--- config.mk ---
export PLATFORM = sky130hd
export DESIGN_NAME = lcd_command_responder
export DESIGN_NICKNAME = d
export VERILOG_FILES = /design/src/rtl/lcd_command_responder.sv
export SDC_FILE = /design/constraint.sdc
export NUM_CORES = 1
export LEC_CHECK = 0
export CORE_MARGIN = 3
export CORE_UTILIZATION = 43
export DETAILED_ROUTE_END_ITERATION = 8
export GPL_TIMING_DRIVEN = 0
export HOLD_SLACK_MARGIN = 0.06
export PLACE_DENSITY_LB_ADDON = 0.2
export RECOVER_POWER = 50
export SKIP_CTS_REPAIR_TIMING = 1
export SYNTH_ARGS = -nofsm -noshare
export SYNTH_HDL_FRONTEND = slang
export SYNTH_SLANG_ARGS = --single-unit
--- constraint.sdc ---
create_clock -name i_clk_20mhz -period 3.3 [get_ports i_clk_20mhz]
set_input_delay 0.66 -clock i_clk_20mhz [delete_from_list [all_inputs] [get_ports i_clk_20mhz]]
set_output_delay 0.66 -clock i_clk_20mhz [all_outputs]
set_load 0.1 [all_outputs]
--- src/rtl/lcd_command_responder.sv ---
// LCD command responder: expands clear/line1/line2 requests into PMOD CLS
// ANSI byte streams and hands them to the SPI transmitter one byte at a time.
module lcd_command_responder #(
    parameter int          parm_fast_simulation = 0,
    parameter logic [23:0] parm_guard_ticks     = 24'd2500
) (
    input  logic         i_clk_20mhz,
    input  logic         i_rstn_20mhz,
    input  logic         i_ce_2_5mhz,
    input  logic         i_lcd_wr_clear_display,
    input  logic         i_lcd_wr_text_line1,
    input  logic         i_lcd_wr_text_line2,
    input  logic [127:0] i_dat_ascii_line1,
    input  logic [127:0] i_dat_ascii_line2,
    output logic         o_lcd_command_ready,
    output logic [7:0]   o_tx_byte,
    output logic         o_tx_valid,
    input  logic         i_tx_ready
);

    localparam logic [1:0] ST_IDLE  = 2'd0;
    localparam logic [1:0] ST_SEND  = 2'd1;
    localparam logic [1:0] ST_GUARD = 2'd2;

    localparam logic [1:0] CMD_CLEAR = 2'd0;
    localparam logic [1:0] CMD_LINE1 = 2'd1;
    localparam logic [1:0] CMD_LINE2 = 2'd2;

    localparam logic [23:0] GUARD =
        (parm_fast_simulation != 0) ? 24'd25 : parm_guard_ticks;

    logic [1:0]   state_q, state_d;
    logic [1:0]   cmd_q, cmd_d;
    logic [4:0]   idx_q, idx_d;
    logic [23:0]  guard_q, guard_d;
    logic [127:0] line1_q, line1_d;
    logic [127:0] line2_q, line2_d;
    logic [7:0]   byte_q, byte_d;
    logic         valid_q, valid_d;
    logic [4:0]   last_idx;

    // Byte at a given sequence position; text chars start at index 6
    function automatic logic [7:0] seq_byte(
        input logic [1:0]   cmd,
        input logic [4:0]   idx,
        input logic [127:0] l1,
        input logic [127:0] l2
    );
        logic [127:0] t;
        t = (cmd == CMD_LINE1) ? l1 : l2;
        t = t << {idx - 5'd6, 3'b000};
        case (idx)
            5'd0:    seq_byte = 8'h1B;
            5'd1:    seq_byte = 8'h5B;
            5'd2:    seq_byte = (cmd == CMD_CLEAR) ? 8'h6A :
                                (cmd == CMD_LINE1) ? 8'h30 : 8'h31;
            5'd3:    seq_byte = 8'h3B;
            5'd4:    seq_byte = 8'h30;
            5'd5:    seq_byte = 8'h48;
            default: seq_byte = t[127:120];
        endcase
    endfunction

    assign last_idx = (cmd_q == CMD_CLEAR) ? 5'd2 : 5'd21;

    always_comb begin
        state_d = state_q;
        cmd_d   = cmd_q;
        idx_d   = idx_q;
        guard_d = guard_q;
        line1_d = line1_q;
        line2_d = line2_q;
        byte_d  = byte_q;
        valid_d = valid_q;
        if (i_ce_2_5mhz) begin
            case (state_q)
                ST_IDLE: begin
                    if (i_lcd_wr_clear_display || i_lcd_wr_text_line1 ||
                        i_lcd_wr_text_line2) begin
                        cmd_d   = i_lcd_wr_clear_display ? CMD_CLEAR :
                                  i_lcd_wr_text_line1    ? CMD_LINE1 :
                                                           CMD_LINE2;
                        line1_d = i_dat_ascii_line1;
                        line2_d = i_dat_ascii_line2;
                        idx_d   = 5'd0;
                        byte_d  = 8'h1B;
                        valid_d = 1'b1;
                        state_d = ST_SEND;
                    end
                end
                ST_SEND: begin
                    if (i_tx_ready) begin
                        if (idx_q == last_idx) begin
                            idx_d   = 5'd0;
                            byte_d  = 8'h00;
                            valid_d = 1'b0;
                            guard_d = 24'd0;
                            state_d = ST_GUARD;
                        end else begin
                            idx_d  = idx_q + 5'd1;
                            byte_d = seq_byte(cmd_q, idx_q + 5'd1,
                                              line1_q, line2_q);
                        end
                    end
                end
                ST_GUARD: begin
                    if (guard_q == GUARD - 24'd1) begin
                        guard_d = 24'd0;
                        state_d = ST_IDLE;
                    end else begin
                        guard_d = guard_q + 24'd1;
                    end
                end
                default: begin
                    state_d = ST_IDLE;
                    valid_d = 1'b0;
                end
            endcase
        end
    end

    always_ff @(posedge i_clk_20mhz or negedge i_rstn_20mhz) begin
        if (!i_rstn_20mhz) begin
            state_q <= ST_IDLE;
            cmd_q   <= CMD_CLEAR;
            idx_q   <= 5'd0;
            guard_q <= 24'd0;
            line1_q <= 128'd0;
            line2_q <= 128'd0;
            byte_q  <= 8'h00;
            valid_q <= 1'b0;
        end else begin
            state_q <= state_d;
            cmd_q   <= cmd_d;
            idx_q   <= idx_d;
            guard_q <= guard_d;
            line1_q <= line1_d;
            line2_q <= line2_d;
            byte_q  <= byte_d;
            valid_q <= valid_d;
        end
    end

    assign o_lcd_command_ready = (state_q == ST_IDLE);
    assign o_tx_byte           = byte_q;
    assign o_tx_valid          = valid_q;

endmodule
== Word-level counts from Yosys, hierarchy flattened ==
Cells that the tools add are included.

* Logic and storage cells: 67
* Flip-flop bits (word level): 298

* Mux-type cells: 28
* $add $sub $neg: 3
* Eq/ne operators: 14
* Bitwise operators: 1
* Reduce and logical (&&, ||, !) cells: 12
* Shifts and indexed selects: 1

{| class="wikitable"
|+ Operators by type and width
! cell !! count
|-
| $mux 128 || 1
|-
| $shl 128x8->128 || 1
|-
| $mux 24 || 3
|-
| $pmux 24 s2 || 1
|-
| $pmux 8 s6 || 1
|-
| $add 24x1->24 const B || 1
|-
| $eq 24x12->1 const B || 1
|-
| $mux 8 || 3
|-
| $mux 5 || 4
|-
| $pmux 8 s2 || 1
|-
| $mux 2 || 6
|-
| $eq 5x2->1 const B || 2
|-
| $eq 5x3->1 const B || 2
|-
| $pmux 5 s2 || 1
|-
| $reduce_and 5->1 || 2
|-
| $reduce_and 4->1 || 2
|-
| $mux 7 || 1
|-
| $ne 2x2->1 const B || 3
|-
| $pmux 2 s3 || 1
|-
| $add 5x1->5 const B || 1
|-
| $eq 5x1->1 const B || 1
|-
| $eq 5x5->1 || 1
|-
| $logic_not 5->1 || 1
|-
| $sub 5x3->5 const B || 1
|-
| 10 further kinds || 17
|}

== Longest topological paths before layout ==
* Word-level depth: 7
* Gate-level depth with buffers: 13
* Depth with buffers taken out: 10

== Least setup slack after synthesis ==
No wires, ideal clock.

* Path kind: reg-to-reg
* Start point: reg idx_q[0]
* End point: reg byte_q[2] (netlist: o_tx_byte[2])
* Arrival: 3.179 ns
* Library setup time: 0.123 ns
* Cell stages (with the launch flop): 12
* Path slack: -0.002 ns
* Cell sequence: dfrtp_1 > buf_2 > inv_2 > buf_1 > ha_1 > ha_1 > clkbuf_1 > buf_2 > mux4_2 > a2111oi_0 > a31oi_1 > a32o_1

* Word-level cells in the longest chain between the ends: 7
* Elaborated cells on any way between the ends: 14

{| class="wikitable"
|+ RTL lines
! element !! RTL line !! RTL
|-
| from (decl) || 34 || <nowiki>logic [4:0] idx_q, idx_d;</nowiki>
|-
| from (signal assigned) || 135 || <nowiki>idx_q <= idx_d;</nowiki>
|-
| $add 5x1->5 || 101 || <nowiki>byte_d = seq_byte(cmd_q, idx_q + 5'd1,</nowiki>
|-
| $sub 5x3->5 || 51 || <nowiki>t = t << {idx - 5'd6, 3'b000};</nowiki>
|-
| $shl 128x8->128 || 51 ||
|-
| $pmux 8 s6 || 52 || <nowiki>case (idx)</nowiki>
|-
| $mux 8 * || 93 || <nowiki>if (idx_q == last_idx) begin</nowiki>
|-
| $mux 8 * || 92 || <nowiki>if (i_tx_ready) begin</nowiki>
|-
| $pmux 8 s2 * || 76 || <nowiki>case (state_q)</nowiki>
|-
| to (signal assigned) || 139 || <nowiki>byte_q <= byte_d;</nowiki>
|-
| to (decl) || 38 || <nowiki>logic [7:0] byte_q, byte_d;</nowiki>
|}

Every way passes the cells marked *; elsewhere a longest branch is shown, timed or not. The select of a mux whose other input is x is not followed.
A chain may end at the register's enable or synchronous reset.

== Worst setup path after layout ==
Ends and elaborated chain as after synthesis.

==> metrics <==
Syn. warnings 0; Initial DRC Count ~700; CTS tree built; core box area around 0.033 mm²; die height approximately 190 µm; Tcrit/Tclk final 0.9710; Post-DP Area around 0.018 mm²; initial antenna violation count 12; Setup crit start kind flop; register area share after synthesis 0.5221; Crit Path Max Fanout 10; final wirelength between 40000 and 50000 µm; Hold/Removal Path Class flop to flop; Tot Pwr 18630 µW; cell family with most CP delay compound AO/OA/AOI/OAI gates; CP Capture Type flop; MaxCap Viol Count 0; Slew Viols, Final 0; fin util 0.5801; crit path buf inv count 2; crit-path cells ha_1 -> xnor2_2 -> inv_1 -> ha_4 -> buf_6 -> nor2b_1 -> a32oi_1 -> o21ai_1 -> a31oi_1 -> a32o_1; final setup fails 0; critical path's largest stage delay 450 ps; #FFs+latches synth just under 300; placer congestion estimate 0.8730; via density per instance roughly 5.6; design area roughly 0.019 mm²; worst rel slew slack 0.1247; first-pass GRT wire length 67350 µm; Reg area 0.007458 mm²; # DRC 0; commonest non-fill, non-tap cell in the layout dfrtp_1; most frequent cells in the layout 297 x dfrtp_1, 271 x clkdlybuf4s50_1, 258 x mux2_2; grt ovf 0; Fillers 2703; CTS buffer count 34; # IOs 273; setup ws final between 90 and 100 ps; Multi-input gate area about 0.0065 mm²; critical path type flop to flop; clock sink total 298; Worst Clk Skew about 19 ps; synthesized netlist cell count 1067; actual slew at the worst max-slew pin roughly 1300 ps; drt first pass iters 5; critical path data arrival time roughly 3600 ps; maximum vdd drop ~0.00060 V; clock-pin slew on the worst setup and hold paths approximately 60 ps; initial core utilization 0.4379; syn nets between 1000 and 1500; count of cell types in the netlist 72; clk root buf clkbuf_16; WP data required 3700 ps; P_leak approximately 0.0077 µW; Longest Clk Path Bufs 3; Nets 1653; Rows 66; Slowest-stage cell, CP dfrtp_2; largest net degree at the start of global routing 122; drt wl/cell 24.73 µm; ys async rst share 1.000; H-tree lvl count 2; pwr/cell area 984.7 mW/mm²; syn avg cell area roughly 13 µm²; clk_lat worst skew ~520 ps; Peak Freq between 300 and 400 MHz; die area between 0.03 and 0.04 mm²; Die W 188.3 µm; share of cells above drive strength 1 0.3099; status completed; Synth Cell Area 0.01428 mm²; antenna viol nets, final 0; Post-synth EDFFs 0; via count ~10000; Area Overhead vs Synth 32.49%; total track usage 0.2550; vias in the first global route approximately 11000; ys flop type dfrtp_1; Post-Place Setup Slack -1624 ps; Final Critical Period around 3200 ps; Post-DP HPWL 33810 µm; Port Buf Inserts 272; Final Hold Violating Endpoints 0; unrepaired setup endpoints after global routing yes
## synth_stat cells, types with 4 or more instances
cell type,count,area [µm²]
a32oi_1,4,35.03
a21oi_1,23,115.1
nor3_1,8,40.04
nand4_1,10,62.56
nor2_1,34,127.6
o21ai_1,10,50.05
inv_1,9,33.78
nand2b_1,6,37.54
a31oi_1,7,43.79
o22ai_1,9,56.30
xor2_1,8,70.07
nor4_1,4,25.02
xnor2_1,11,96.34
clkbuf_1,43,161.4
and2_1,7,43.79
and3_1,9,56.30
mux2i_1,22,220.2
o211ai_1,12,90.09
buf_6,7,78.83
o2111ai_1,4,35.03
or4_1,7,52.55
nor2b_1,5,31.28
nand2_1,80,300.3
buf_2,14,70.07
nand3_1,13,65.06
o21ai_0,17,85.08
or3_1,9,56.30
dfrtp_1,298,7457
ha_1,7,87.58
mux4_2,50,1126
mux2_2,258,2905
buf_4,5,37.54
## sequential cells by signal, summed over array words and instances (netlist names)
| signal | flops |
|---|---|
| cmd_q | 2 |
| guard_q | 24 |
| idx_q | 5 |
| line1_q | 128 |
| line2_q | 128 |
| o_tx_byte | 8 |
| o_tx_valid | 1 |
| state_q | 2 |
## power by group
part / switching [µW] / internal [µW]
logic: 4480 / 4150
clock network: 1520 / 2210
registers: 917 / 5360
total: 6920 / 11700
## layout make-up
| type | count | share of cell area |
|---|---|---|
| Timing Repair Buffer | 282 | 0.1498 |
| Buffer | 69 | 0.02103 |
| Multi-Input combinational cell | 688 | 0.3442 |
| Antenna cell | 4 | 0.0005290 |
| Tap cell | 442 | 0.02923 |
| Clock inverter | 11 | 0.005554 |
| Sequential cell | 298 | 0.3941 |
| Clock buffer | 49 | 0.05329 |
| Inverter | 10 | 0.002248 |
## metal layers
metal,vias to the layer above,global-route usage,part of all wire
met3,81,0.07851,0.079
met1,5364,0.3177,0.40
li1,4608,-,-
met4,16,0.07417,0.027
met2,364,0.4309,0.49
met5,-,0,0.0021
## stage by stage
stage | hold slack (ps) | TNS [ps] | std cells
6_report | 499.2 | 0 | 1853
4_1_cts | -99.62 | -12160 | 1844
3_3_place_gp | 484.5 | -3531350 | 1781
3_5_place_dp | 438.2 | -95320 | 1784
5_1_grt | 513.2 | -3.282 | 1853
2_1_floorplan | 364.4 | 0 | 1067
## kinds of logic after synthesis
group | share of synthesized area
muxes | 0.2977
DFF | 0.5221
and+or+nand+nor | 0.06816
AOI/OAI and AO/OA | 0.06562
buffers and inverters | 0.02751
xor gates and xnor gates | 0.01279
adders and majority gates | 0.006132
## worst paths after layout
kind | from | to | slack, ps | depth (start not counted)
max reg2reg | idx_q[0]$_DFFE_PN0P_ | o_tx_byte[2]$_DFFE_PN0P_ | 100 | 10
max | idx_q[0]$_DFFE_PN0P_ | o_tx_byte[2]$_DFFE_PN0P_ | 100 | 10
min in group asynchronous | i_rstn_20mhz | guard_q[16]$_DFFE_PN0P_ | 520 | 2
min | line1_q[21]$_DFFE_PN0P_ | line1_q[21]$_DFFE_PN0P_ | 500 | 1
min reg2reg | line1_q[21]$_DFFE_PN0P_ | line1_q[21]$_DFFE_PN0P_ | 500 | 1
max in group asynchronous | i_rstn_20mhz | line1_q[13]$_DFFE_PN0P_ | 390 | 5
Note: power is estimated with default switching activity, not from simulation.
